**config.mk**
```make
export PLATFORM = sky130hd
export DESIGN_NAME = bms_contactor_sequencer
export DESIGN_NICKNAME = d
export VERILOG_FILES = /design/src/rtl/bms_contactor_sequencer.sv
export SDC_FILE = /design/constraint.sdc
export NUM_CORES = 1
export LEC_CHECK = 0
export BUFFER_PORTS_ARGS = -buffer_cell sky130_fd_sc_hd__buf_2
export CORE_MARGIN = 4
export CORE_UTILIZATION = 40
export CTS_BUF_LIST = sky130_fd_sc_hd__clkbuf_2 sky130_fd_sc_hd__clkbuf_4 sky130_fd_sc_hd__clkbuf_8
export CTS_CLUSTER_DIAMETER = 200
export DETAILED_ROUTE_END_ITERATION = 8
export PLACE_DENSITY = 0.67
export SYNTH_ARGS = -nofsm -noshare
export SYNTH_HDL_FRONTEND = slang
export SYNTH_SLANG_ARGS = --single-unit
```
**constraint.sdc**
```tcl
create_clock -name clk -period 2.5 [get_ports clk]
set_input_delay 0.25 -clock clk [delete_from_list [all_inputs] [get_ports clk]]
set_output_delay 0.25 -clock clk [all_outputs]
set_load 0.01 [all_outputs]
```
**src/rtl/bms_contactor_sequencer.sv**
```systemverilog
// BMS contactor sequencer: precharge, close and open sequencing of the
// pack contactors with debounced SOA fault handling, retries and lockout.
module bms_contactor_sequencer #(
    parameter int unsigned DEBOUNCE_CYC   = 4,
    parameter int unsigned PRECHG_TIMEOUT = 1000,
    parameter int unsigned CLOSE_OVERLAP  = 8,
    parameter int unsigned OPEN_DELAY     = 8,
    parameter int unsigned COOLDOWN_CYC   = 100,
    parameter int unsigned MAX_RETRIES    = 3
) (
    input  logic       clk,
    input  logic       rst_n,
    input  logic       enable_req,
    input  logic       soa_violation,
    input  logic       precharge_done,
    input  logic       fault_clear,
    output logic       precharge_en,
    output logic       main_neg_en,
    output logic       main_pos_en,
    output logic       fault_latched,
    output logic       ready,
    output logic [2:0] state_code,
    output logic [1:0] retry_count
);

    typedef enum logic [2:0] {
        S_IDLE      = 3'd0,
        S_PRECHARGE = 3'd1,
        S_CLOSE     = 3'd2,
        S_RUN       = 3'd3,
        S_OPENING   = 3'd4,
        S_FAULT     = 3'd5,
        S_COOLDOWN  = 3'd6,
        S_LOCKOUT   = 3'd7
    } state_t;

    // Counters hold (cycles already spent - 1) on the deciding edge.
    localparam logic [15:0] L_DEB = 16'(DEBOUNCE_CYC - 1);
    localparam logic [15:0] L_PTO = 16'(PRECHG_TIMEOUT - 1);
    localparam logic [15:0] L_CLO = 16'(CLOSE_OVERLAP - 1);
    localparam logic [15:0] L_OPN = 16'(OPEN_DELAY - 1);
    localparam logic [15:0] L_CDN = 16'(COOLDOWN_CYC - 1);

    state_t      r_state;
    state_t      w_next;
    logic [15:0] r_cnt;
    logic [15:0] r_deb;
    logic [1:0]  r_retry;
    logic        r_fault;
    logic        r_prechg;
    logic        r_neg;
    logic        r_pos;
    logic        r_ready;
    logic        w_active;
    logic        w_trip;
    logic        w_lock;
    logic        w_enter_fault;
    logic        w_enter_cool;
    logic        w_cnt_clr;

    always_comb begin
        w_active = (r_state == S_PRECHARGE) || (r_state == S_CLOSE) ||
                   (r_state == S_RUN) || (r_state == S_OPENING);
        w_trip   = w_active && soa_violation && (r_deb == L_DEB);
        w_lock   = 32'(r_retry) >= MAX_RETRIES;
        w_next   = r_state;
        unique case (r_state)
            S_IDLE:
                if (enable_req && !soa_violation) w_next = S_PRECHARGE;
            S_PRECHARGE:
                if (precharge_done)     w_next = S_CLOSE;
                else if (r_cnt == L_PTO) w_next = S_FAULT;
            S_CLOSE:
                if (r_cnt == L_CLO) w_next = S_RUN;
            S_RUN:
                if (!enable_req) w_next = S_OPENING;
            S_OPENING:
                if (r_cnt == L_OPN) w_next = S_IDLE;
            S_FAULT:
                if (w_lock) w_next = S_LOCKOUT;
                else if (fault_clear && !soa_violation) w_next = S_COOLDOWN;
            S_COOLDOWN:
                if (!soa_violation && r_cnt == L_CDN) w_next = S_IDLE;
            S_LOCKOUT:
                w_next = S_LOCKOUT;
            default:
                w_next = S_IDLE;
        endcase
        // A debounced trip overrides any other move this cycle.
        if (w_trip) w_next = S_FAULT;
        w_enter_fault = (w_next == S_FAULT) && (r_state != S_FAULT);
        w_enter_cool  = (w_next == S_COOLDOWN) && (r_state != S_COOLDOWN);
        w_cnt_clr     = (w_next != r_state) ||
                        ((r_state == S_COOLDOWN) && soa_violation);
    end

    always_ff @(posedge clk) begin
        if (!rst_n) begin
            r_state  <= S_IDLE;
            r_cnt    <= '0;
            r_deb    <= '0;
            r_retry  <= '0;
            r_fault  <= 1'b0;
            r_prechg <= 1'b0;
            r_neg    <= 1'b0;
            r_pos    <= 1'b0;
            r_ready  <= 1'b0;
        end else begin
            r_state <= w_next;
            r_cnt   <= w_cnt_clr ? '0 : r_cnt + 16'd1;
            r_deb   <= (w_active && soa_violation && !w_trip) ?
                       r_deb + 16'd1 : '0;
            if (w_enter_fault) begin
                r_fault <= 1'b1;
                if (r_retry != 2'd3) r_retry <= r_retry + 2'd1;
            end else if (w_enter_cool) begin
                r_fault <= 1'b0;
            end
            // Drives decode the next state so they move with it.
            r_prechg <= (w_next == S_PRECHARGE) || (w_next == S_CLOSE);
            r_neg    <= (w_next == S_PRECHARGE) || (w_next == S_CLOSE) ||
                        (w_next == S_RUN) || (w_next == S_OPENING);
            r_pos    <= (w_next == S_CLOSE) || (w_next == S_RUN);
            r_ready  <= (w_next == S_RUN);
        end
    end

    assign precharge_en  = r_prechg;
    assign main_neg_en   = r_neg;
    assign main_pos_en   = r_pos;
    assign fault_latched = r_fault;
    assign ready         = r_ready;
    assign state_code    = r_state;
    assign retry_count   = r_retry;

endmodule

```
==> flow_metrics.env, run 1 <==
export IMPL_yosys_register_bits=42
export IMPL_yosysSeqAreaShare_pct=38.93
export IMPL_final_cell_mix="dfxtp_1 (42), nor2_1 (31), xor2_1 (15), buf_2 (15)"
export IMPL_final_nets=281
export IMPL_insertion_delay_ns=0.30
export IMPL_cts_hold_fix_buffers=0
export IMPL_arrival_ns=2.57
export IMPL_gp_congestion=0.8409
export IMPL_area_growth_pct=17.32
export IMPL_worstPathRequired_ns=2.74
export IMPL_synth_ff_type="dfxtp_1"
export IMPL_grt_pass1_vias=1682
export IMPL_die_height_um=81.48
export IMPL_dp_hpwl_um=3085
export IMPL_grt_max_degree=18
export IMPL_switchingPower_mw=0.3257
export IMPL_p_per_area_nw_per_um2=587.7
export IMPL_synth_area_um2=2160
export IMPL_fp_row_count=26
export IMPL_power_mw=1.489
export IMPL_hold_class="in2reg"
export IMPL_avgSynthCellArea_um2=8.743
export IMPL_cts_max_level=2
export IMPL_drive_gt1_share_pct=19.85
export IMPL_root_buffer="clkbuf_8"
export IMPL_dieArea_um2=6638
export IMPL_r2r_start="r_cnt[3]$_SDFF_PP0_"
export IMPL_io_pins=16
export IMPL_finalMaxSlewViolations=0
export IMPL_p_comb_share_pct=9.1
export IMPL_hold_path_cell_count=3
export IMPL_fmax_mhz=430.6
export IMPL_via_per_inst=5.187
export IMPL_n_antenna_cell=0
export IMPL_io_buffer_count=15
export IMPL_ant_nets=0
export IMPL_cts_reportedPaths_clkPinSlew_ns=0.08
export IMPL_clock_sinks=42
export IMPL_dieWidth_um=81.48
export IMPL_setup_viol=0
export IMPL_critical_path_class="reg2reg"
export IMPL_synthCells=247
export IMPL_cp_end_kind="flop"
export IMPL_clock_path_buffers=2
export IMPL_layout_commonest_cell="dfxtp_1"
export IMPL_reg2regPathDepth=6
export IMPL_slew_headroom_pct=65.17
export IMPL_ys_warn_count=0
export IMPL_syn_nets=257
export IMPL_cp_max_fo=6
export IMPL_rr_endpoint="ready$_SDFF_PN0_"
export IMPL_setup_tns_ns=0
export IMPL_status="finished, final reports clean"
export IMPL_via_count=1774
export IMPL_min_to="fault_latched$_SDFFE_PN0P_"
export IMPL_antenna_found_initial=0
export IMPL_cts_tree="built"
export IMPL_core_um2=5172
export IMPL_hold_violations=0
export IMPL_detailedPlace_worstSlack_ns=0.1509
export IMPL_rsz0062_at_grt="no"
export IMPL_synth_edff_count=0
export IMPL_rrSetupSlack_ns=0.18
export IMPL_holdCritStartpoint="rst_n"
export IMPL_wl_per_cell_um=12.77
export IMPL_swShare_pct=21.87
export IMPL_skew_ns=0.004688
export IMPL_fin_crit_sh_pct=92.90
export IMPL_drc=0
export IMPL_worstMarginPinSlew_ns=0.5211
export IMPL_ys_types=48
export IMPL_drt_pass1_iterations=4
export IMPL_grt_pass1_wl_um=7507
export IMPL_finalCriticalPeriod_ns=2.322
export IMPL_p_clk_share_pct=44.3
export IMPL_cellLeakagePower_nw=0.9158
export IMPL_cts_buffers=5
export IMPL_start_util_pct=41.75
export IMPL_synthArstFlopShare_pct=0
export IMPL_wl_um=4368
export IMPL_grt_usage_pct=14.56
export IMPL_peakVddDrop_uv=380.6
export IMPL_setup_worst_path_start_class="flop"
export IMPL_p_int_mw=1.163
export IMPL_drv_cap=0
export IMPL_globalRouteOverflowTotal=0
export IMPL_drtIter0Drc=114
export IMPL_sequentialPowerShare_pct=46.6
export IMPL_fin_ws_ns=0.1775
## cells in the mapped netlist (4+ instances only)
cell / number / area [µm²]
a21oi_1: 7 / 35.03
and3_1: 5 / 31.28
dfxtp_1: 42 / 840.8
ha_1: 4 / 50.05
inv_1: 9 / 33.78
nand2_1: 14 / 52.55
nand3_1: 13 / 65.06
nand4_1: 6 / 37.54
nor2_1: 32 / 120.1
nor2b_1: 4 / 25.02
nor3_1: 13 / 65.06
nor3_2: 10 / 100.1
nor4_1: 6 / 37.54
o21ai_0: 7 / 35.03
or3_1: 4 / 25.02
xnor2_1: 14 / 122.6
xor2_1: 15 / 131.4
## stage by stage
stage                     instance area, µm²  hold slack, ns  utilization (%)  cells
after global placement                  2367          0.4329            45.77    333
after detailed placement                2367          0.4449            45.77    333
after CTS                               2510          0.2405            48.52    341
after floorplan                         2160          0.3717                -    247
final                                   2534          0.2502            48.98    342
after global routing                    2534          0.2541            48.98    342
## kinds of logic after synthesis
| kind of cell | after synthesis | synth area share (%) |
|---|---|---|
| AO/OA/AOI/OAI | 34 | 11.88 |
| XOR/XNOR | 29 | 11.76 |
| buffers and inverters | 16 | 3.418 |
| AND/OR/NAND/NOR | 120 | 30.71 |
| multiplexers | 2 | 0.9849 |
| adder cells (fa/ha/maj) | 4 | 2.318 |
| flip-flops | 42 | 38.93 |
## critical path: stages (launching register included)
cell      delay [ns]
dfxtp_1         0.34
or3_1           0.40
or3_4           0.43
or2_4           0.28
a311oi_2        0.46
and3_1          0.24
and2_1          0.12
## timing repair
action,in CTS,in global routing
setup endpoints to repair,0,13
setup buffers,0,1
resized for setup,0,3
endpoints found under the hold margin,0,0
## power groups by stage
stage / registers (mW) / logic, mW / clock network [mW]
final: 0.694 / 0.135 / 0.660
after global placement: 0.710 / 0.133 / 0
after floorplan: 0.708 / 0.0912 / 0
after detailed placement: 0.710 / 0.135 / 0
after global routing: 0.696 / 0.150 / 0.703
after CTS: 0.693 / 0.135 / 0.675
## sequential cells by signal (all words and copies together), names as in the netlist
| signal | count |
|---|---|
| main_neg_en | 1 |
| fault_latched | 1 |
| r_deb | 16 |
| ready | 1 |
| state_code | 3 |
| retry_count | 2 |
| precharge_en | 1 |
| r_cnt | 16 |
| main_pos_en | 1 |
## cell type report
class	count	area, µm²
timing repair buffer	24	167.7
clock buffer	6	82.58
tap	70	87.58
sequential	42	840.8
multi-input combinational	189	1261
fill	506	2639
clock inverter	2	60.06
inverter	9	33.78
## per-layer routing
metal | wire (µm) | GRT usage [%] | vias up
met4 | 66 | 5.574 | 0
met3 | 199 | 3.947 | 7
met5 | 0 | 0 | -
met2 | 1964 | 22.96 | 28
li1 | - | - | 925
met1 | 2138 | 18.90 | 814
## how the worst max path moves through the flow
stage	startpoint	end	slack, ns
floorplan	r_cnt[3]$_SDFF_PP0_	r_cnt[10]$_SDFF_PP0_	0.25
global placement	r_deb[0]$_SDFF_PN0_	main_neg_en$_SDFF_PN0_	0.13
detailed placement	r_deb[0]$_SDFF_PN0_	fault_latched$_SDFFE_PN0P_	0.15
CTS	r_deb[0]$_SDFF_PN0_	main_neg_en$_SDFF_PN0_	0.13
global route	r_cnt[3]$_SDFF_PP0_	main_neg_en$_SDFF_PN0_	0.03
finish	r_cnt[3]$_SDFF_PP0_	ready$_SDFF_PN0_	0.18
Note: power is estimated with default switching activity, not from simulation.
==> inputs of run 2 (changes only) <==
CORE_MARGIN = 10   (was 4)
==> run 2 against run 1 <==
Compared with the run above: routed wire length increased by 2.8%; largest cell class unchanged; clock power decreased by 3.2%; die area increased by 32%; largest power group unchanged; non-clock buffer count down 2.
==> flow_metrics.env, run 2 (synthesis gave the netlist of run 1 again) <==
export IMPL_status="finished, final reports clean"
export IMPL_setup_tns_ns=0
export IMPL_drt_pass1_iterations=4
export IMPL_holdWs_ns=0.2479
export IMPL_via_count=1781
export IMPL_arrival_ns=2.58
export IMPL_dieArea_um2=8738
export IMPL_via_per_inst=5.238
export IMPL_multiInputGateArea_um2=1254
export IMPL_core_um2=5172
export IMPL_peakVddDrop_uv=464.9
export IMPL_grt_usage_pct=10.89
export IMPL_clock_path_buffers=2
export IMPL_p_per_area_nw_per_um2=585.3
export IMPL_layout_area_seq_um2=840.8
export IMPL_cts_max_level=2
export IMPL_drtIter0Drc=57
export IMPL_globalRouteOverflowTotal=0
export IMPL_io_buffer_count=15
export IMPL_cp_end_kind="flop"
export IMPL_p_comb_share_pct=9.1
export IMPL_hold_class="in2reg"
export IMPL_dp_hpwl_um=3271
export IMPL_finalMaxSlewViolations=0
export IMPL_crit_chain="or3_1, or3_4, or2_4, a311oi_2, and3_1, and2_1"
export IMPL_finalCriticalPeriod_ns=2.343
export IMPL_setup_viol=0
export IMPL_sequentialPowerShare_pct=47.4
export IMPL_crit_start="r_cnt[3]$_SDFF_PP0_"
export IMPL_start_util_pct=41.75
export IMPL_hold_path_cell_count=2
export IMPL_critical_path_class="reg2reg"
export IMPL_grt_pass1_vias=1745
export IMPL_drc=0
export IMPL_dieWidth_um=93.48
export IMPL_p_int_mw=1.136
export IMPL_cts_buffers=5
export IMPL_p_clk_share_pct=43.5
export IMPL_fin_crit_sh_pct=93.72
export IMPL_final_nets=279
export IMPL_antenna_found_initial=0
export IMPL_drive_gt1_share_pct=19.26
export IMPL_switchingPower_mw=0.3306
export IMPL_clock_sinks=42
export IMPL_cp_max_fo=6
export IMPL_ant_nets=0
export IMPL_skew_ns=0.005474
export IMPL_r2r_start="r_cnt[3]$_SDFF_PP0_"
export IMPL_dp_cells=332
export IMPL_critPathSlowestCell="a311oi_2"
export IMPL_drv_cap=0
export IMPL_power_mw=1.467
export IMPL_slew_headroom_pct=65.73
export IMPL_cts_tree="built"
export IMPL_root_buffer="clkbuf_8"
export IMPL_holdCritStartpoint="rst_n"
export IMPL_grt_pass1_wl_um=7976
export IMPL_n_antenna_cell=0
export IMPL_fmax_mhz=426.8
export IMPL_insertion_delay_ns=0.29
export IMPL_gp_congestion=0.8633
export IMPL_fillCellCount=510
export IMPL_final_cell_mix="dfxtp_1 (42), nor2_1 (31), xor2_1 (15), buf_2 (15)"
export IMPL_reg2regPathDepth=6
export IMPL_cts_reportedPaths_clkPinSlew_ns=0.08
export IMPL_wl_um=4492
export IMPL_layout_commonest_cell="dfxtp_1"
export IMPL_cp_slowest_stage_delay_ns=0.49
export IMPL_grt_max_degree=18
export IMPL_worstMarginPinSlew_ns=0.5127
export IMPL_instances_no_fill=340
export IMPL_die_height_um=93.48
export IMPL_io_pins=16
export IMPL_hold_violations=0
export IMPL_cellLeakagePower_nw=0.9034
export IMPL_worstPathRequired_ns=2.74
export IMPL_wl_per_cell_um=13.21
export IMPL_setup_worst_path_start_class="flop"
export IMPL_area_growth_pct=16.05
export IMPL_fp_row_count=26
export IMPL_swShare_pct=22.54
-- run 2: cell count changes in the layout (fill, tap and decap cells not counted), sizes merged --
cell and delta:
buf -2, clkinv +1, clkbuf -1
-- run 2: area by class of cell --
cell class | instances | area share, %
Tap cell | 70 | 3.495
Clock buffer | 5 | 2.746
Sequential cell | 42 | 33.55
Inverter | 9 | 1.348
Clock inverter | 3 | 2.746
Multi-Input combinational cell | 189 | 50.02
Timing Repair Buffer | 22 | 6.091
-- run 2: worst max-delay path, delay by kind of cell (launching register included) --
family,cells,cell delay (ns)
flip-flops,1,0.34
AND/OR/NAND/NOR,5,1.46
AO/OA/AOI/OAI,1,0.49
-- run 2: path summary, 6_finish.rpt --
path	end	slack, ns
min	state_code[1]$_SDFF_PN0_	0.25
min reg2reg	r_deb[0]$_SDFF_PN0_	0.46
max reg2reg	ready$_SDFF_PN0_	0.16
max	ready$_SDFF_PN0_	0.16
-- run 2: layer usage --
layer / vias up / track usage (%) / wire length, µm
met5: - / 0 / 0
met4: 0 / 4.113 / 64
met3: 6 / 3.437 / 198
met2: 24 / 16.82 / 2068
met1: 827 / 13.77 / 2160
li1: 924 / - / -
-- run 2: stage by stage --
stage	instance area [µm²]	setup WS, ns	utilization, %
2_1_floorplan	2160	0.2478	-
3_3_place_gp	2360	0.1382	45.62
3_5_place_dp	2360	0.1342	45.62
4_1_cts	2497	0.08880	48.28
5_1_grt	2506	-0.01744	48.45
6_report	2506	0.1569	48.45
-- run 2: repair_timing --
action / 4_1_cts / 5_1_grt
setup endpoints to repair: 0 / 11
buffers inserted: 0 / 0
hold buffers: 0 / 0
gates resized for setup: 0 / 2
-- run 2: power groups by stage --
stage / registers (mW) / logic [mW] / clock network [mW]
3_3_place_gp: 0.710 / 0.132 / 0
6_report: 0.695 / 0.133 / 0.639
5_1_grt: 0.697 / 0.149 / 0.681
3_5_place_dp: 0.711 / 0.133 / 0
2_1_floorplan: 0.708 / 0.0912 / 0
4_1_cts: 0.695 / 0.134 / 0.657
==> inputs of run 3 (changes only) <==
PLACE_DENSITY = 0.57   (was 0.67)
==> run 3 against run 2 <==
Compared with the run above: die area unchanged; final cell count unchanged; critical path depth did not move; hold slack lost 0.011 ns; routed wire length up 3.5%; count of clock-buffer cells in the layout is the same.
==> flow_metrics.env, run 3 (synthesis gave the netlist of run 1 again) <==
export IMPL_final_cell_mix="dfxtp_1 (42), nor2_1 (31), xor2_1 (15), buf_2 (15)"
export IMPL_ant_nets=0
export IMPL_hold_violations=0
export IMPL_setup_viol=0
export IMPL_finalMaxSlewViolations=0
export IMPL_start_util_pct=41.75
export IMPL_worstMarginPinSlew_ns=0.5112
export IMPL_dp_hpwl_um=3282
export IMPL_detailedPlace_worstSlack_ns=0.07124
export IMPL_dieWidth_um=93.48
export IMPL_io_buffer_count=15
export IMPL_hold_class="in2reg"
export IMPL_crit_chain="or3_1, or3_4, or2_4, a311oi_2, and3_1, and2_1"
export IMPL_cts_tree="built"
export IMPL_wl_um=4648
export IMPL_fillCellCount=511
export IMPL_cp_end_kind="flop"
export IMPL_drc=0
export IMPL_finalCriticalPeriod_ns=2.354
export IMPL_cellLeakagePower_nw=0.8787
export IMPL_setup_tns_ns=0
export IMPL_cts_reportedPaths_clkPinSlew_ns=0.09
export IMPL_io_pins=16
export IMPL_cts_buffers=5
export IMPL_via_per_inst=5.250
export IMPL_core_um2=5172
export IMPL_worstPathRequired_ns=2.75
export IMPL_critPathSlowestCell="a311oi_2"
export IMPL_fp_row_count=26
export IMPL_setup_worst_path_start_class="flop"
export IMPL_drv_cap=0
export IMPL_layout_commonest_cell="dfxtp_1"
export IMPL_via_count=1785
export IMPL_wl_per_cell_um=13.67
export IMPL_fin_ws_ns=0.1459
export IMPL_n_antenna_cell=0
export IMPL_peakVddDrop_uv=328.0
export IMPL_clock_path_buffers=2
export IMPL_area_growth_pct=14.14
export IMPL_cts_max_level=2
export IMPL_cp_slowest_stage_delay_ns=0.49
export IMPL_globalRouteOverflowTotal=0
export IMPL_cp_max_fo=6
export IMPL_final_nets=279
export IMPL_status="finished, final reports clean"
export IMPL_root_buffer="clkbuf_8"
export IMPL_dieArea_um2=8738
export IMPL_critPathTopFamily="simple AND/OR/NAND/NOR gates"
export IMPL_critical_path_class="reg2reg"
export IMPL_clock_sinks=42
export IMPL_gp_congestion=0.7789
export IMPL_antenna_found_initial=0
export IMPL_grt_max_degree=17
export IMPL_grt_pass1_vias=1635
export IMPL_drt_pass1_iterations=4
export IMPL_rsz0062_at_grt="no"
export IMPL_grt_usage_pct=11.09
export IMPL_path_buf_inv=0
export IMPL_fmax_mhz=424.8
export IMPL_cts_hold_fix_buffers=0
export IMPL_drtIter0Drc=68
export IMPL_p_per_area_nw_per_um2=518.6
export IMPL_slew_headroom_pct=65.84
export IMPL_drive_gt1_share_pct=19.63
export IMPL_insertion_delay_ns=0.30
export IMPL_grt_pass1_wl_um=7921
export IMPL_fin_crit_sh_pct=94.16
export IMPL_skew_ns=0.01224
export IMPL_die_height_um=93.48
export IMPL_arrival_ns=2.60
run 3: cell count changes in the layout (fill, tap and decap cells not counted):
cell | before | now
nor4_1 | 6 | 5
nor4_2 | 0 | 1
clkinvlp_4 | 0 | 1
clkinv_2 | 0 | 1
bufinv_16 | 2 | 0
run 3: power by group:
part	leakage (nW)	total, mW	switching, mW	internal, mW
registers	0.339	0.694	0.0134	0.681
logic	0.495	0.133	0.0787	0.0547
clock network	0.0441	0.451	0.254	0.197
run 3: worst register-to-register path, cell delays in order (launching register included):
cell and delay [ns]:
dfxtp_1 0.34, or3_1 0.42, or3_4 0.42, or2_4 0.27
a311oi_2 0.49, and3_1 0.24, and2_1 0.12
run 3: metal layers:
layer  global-route usage, %  share of wire (%)  vias up
met5                       0                  0        -
met4                   4.627                1.7        0
met3                   3.038                4.1        8
met2                   17.23                 45       31
met1                   14.05                 49      831
li1                        -                  -      915
run 3: path summary, 6_finish.rpt:
| check | from | endpoint | slack (ns) | cells after the start |
|---|---|---|---|---|
| worst max-delay path | r_cnt[3]$_SDFF_PP0_ | ready$_SDFF_PN0_ | 0.15 | 6 |
| worst min register to register | r_deb[0]$_SDFF_PN0_ | r_deb[0]$_SDFF_PN0_ | 0.45 | 1 |
| worst min-delay path | rst_n | state_code[1]$_SDFF_PN0_ | 0.24 | 2 |
| worst max register to register | r_cnt[3]$_SDFF_PP0_ | ready$_SDFF_PN0_ | 0.15 | 6 |
run 3: per-stage QoR:
step | cells | power (mW) | hold WS [ns] | util [%] | cell area [µm²]
floorplan | 247 | 0.7989 | 0.3717 | - | 2160
global placement | 331 | 0.8431 | 0.4317 | 45.48 | 2352
detailed placement | 331 | 0.8426 | 0.4435 | 45.48 | 2352
CTS | 339 | 1.296 | 0.2229 | 47.22 | 2442
global route | 340 | 1.341 | 0.2314 | 47.65 | 2465
finish | 340 | 1.278 | 0.2368 | 47.65 | 2465
run 3: what timing repair did:
action,in CTS,in global routing
hold endpoints to repair,0,0
endpoints found under the setup margin,0,23
gates resized for setup,0,3
buffers inserted,0,1
run 3: cell type report:
cell class | instances | area (µm²) | area share, %
multi-input cells | 189 | 1260 | 51.12
flip-flops and latches | 42 | 840.8 | 34.11
repair buffers | 22 | 152.6 | 6.193
well taps | 70 | 87.58 | 3.553
clock buffers | 5 | 68.82 | 2.792
inverters | 9 | 33.78 | 1.371
clock inverters | 3 | 21.27 | 0.8629
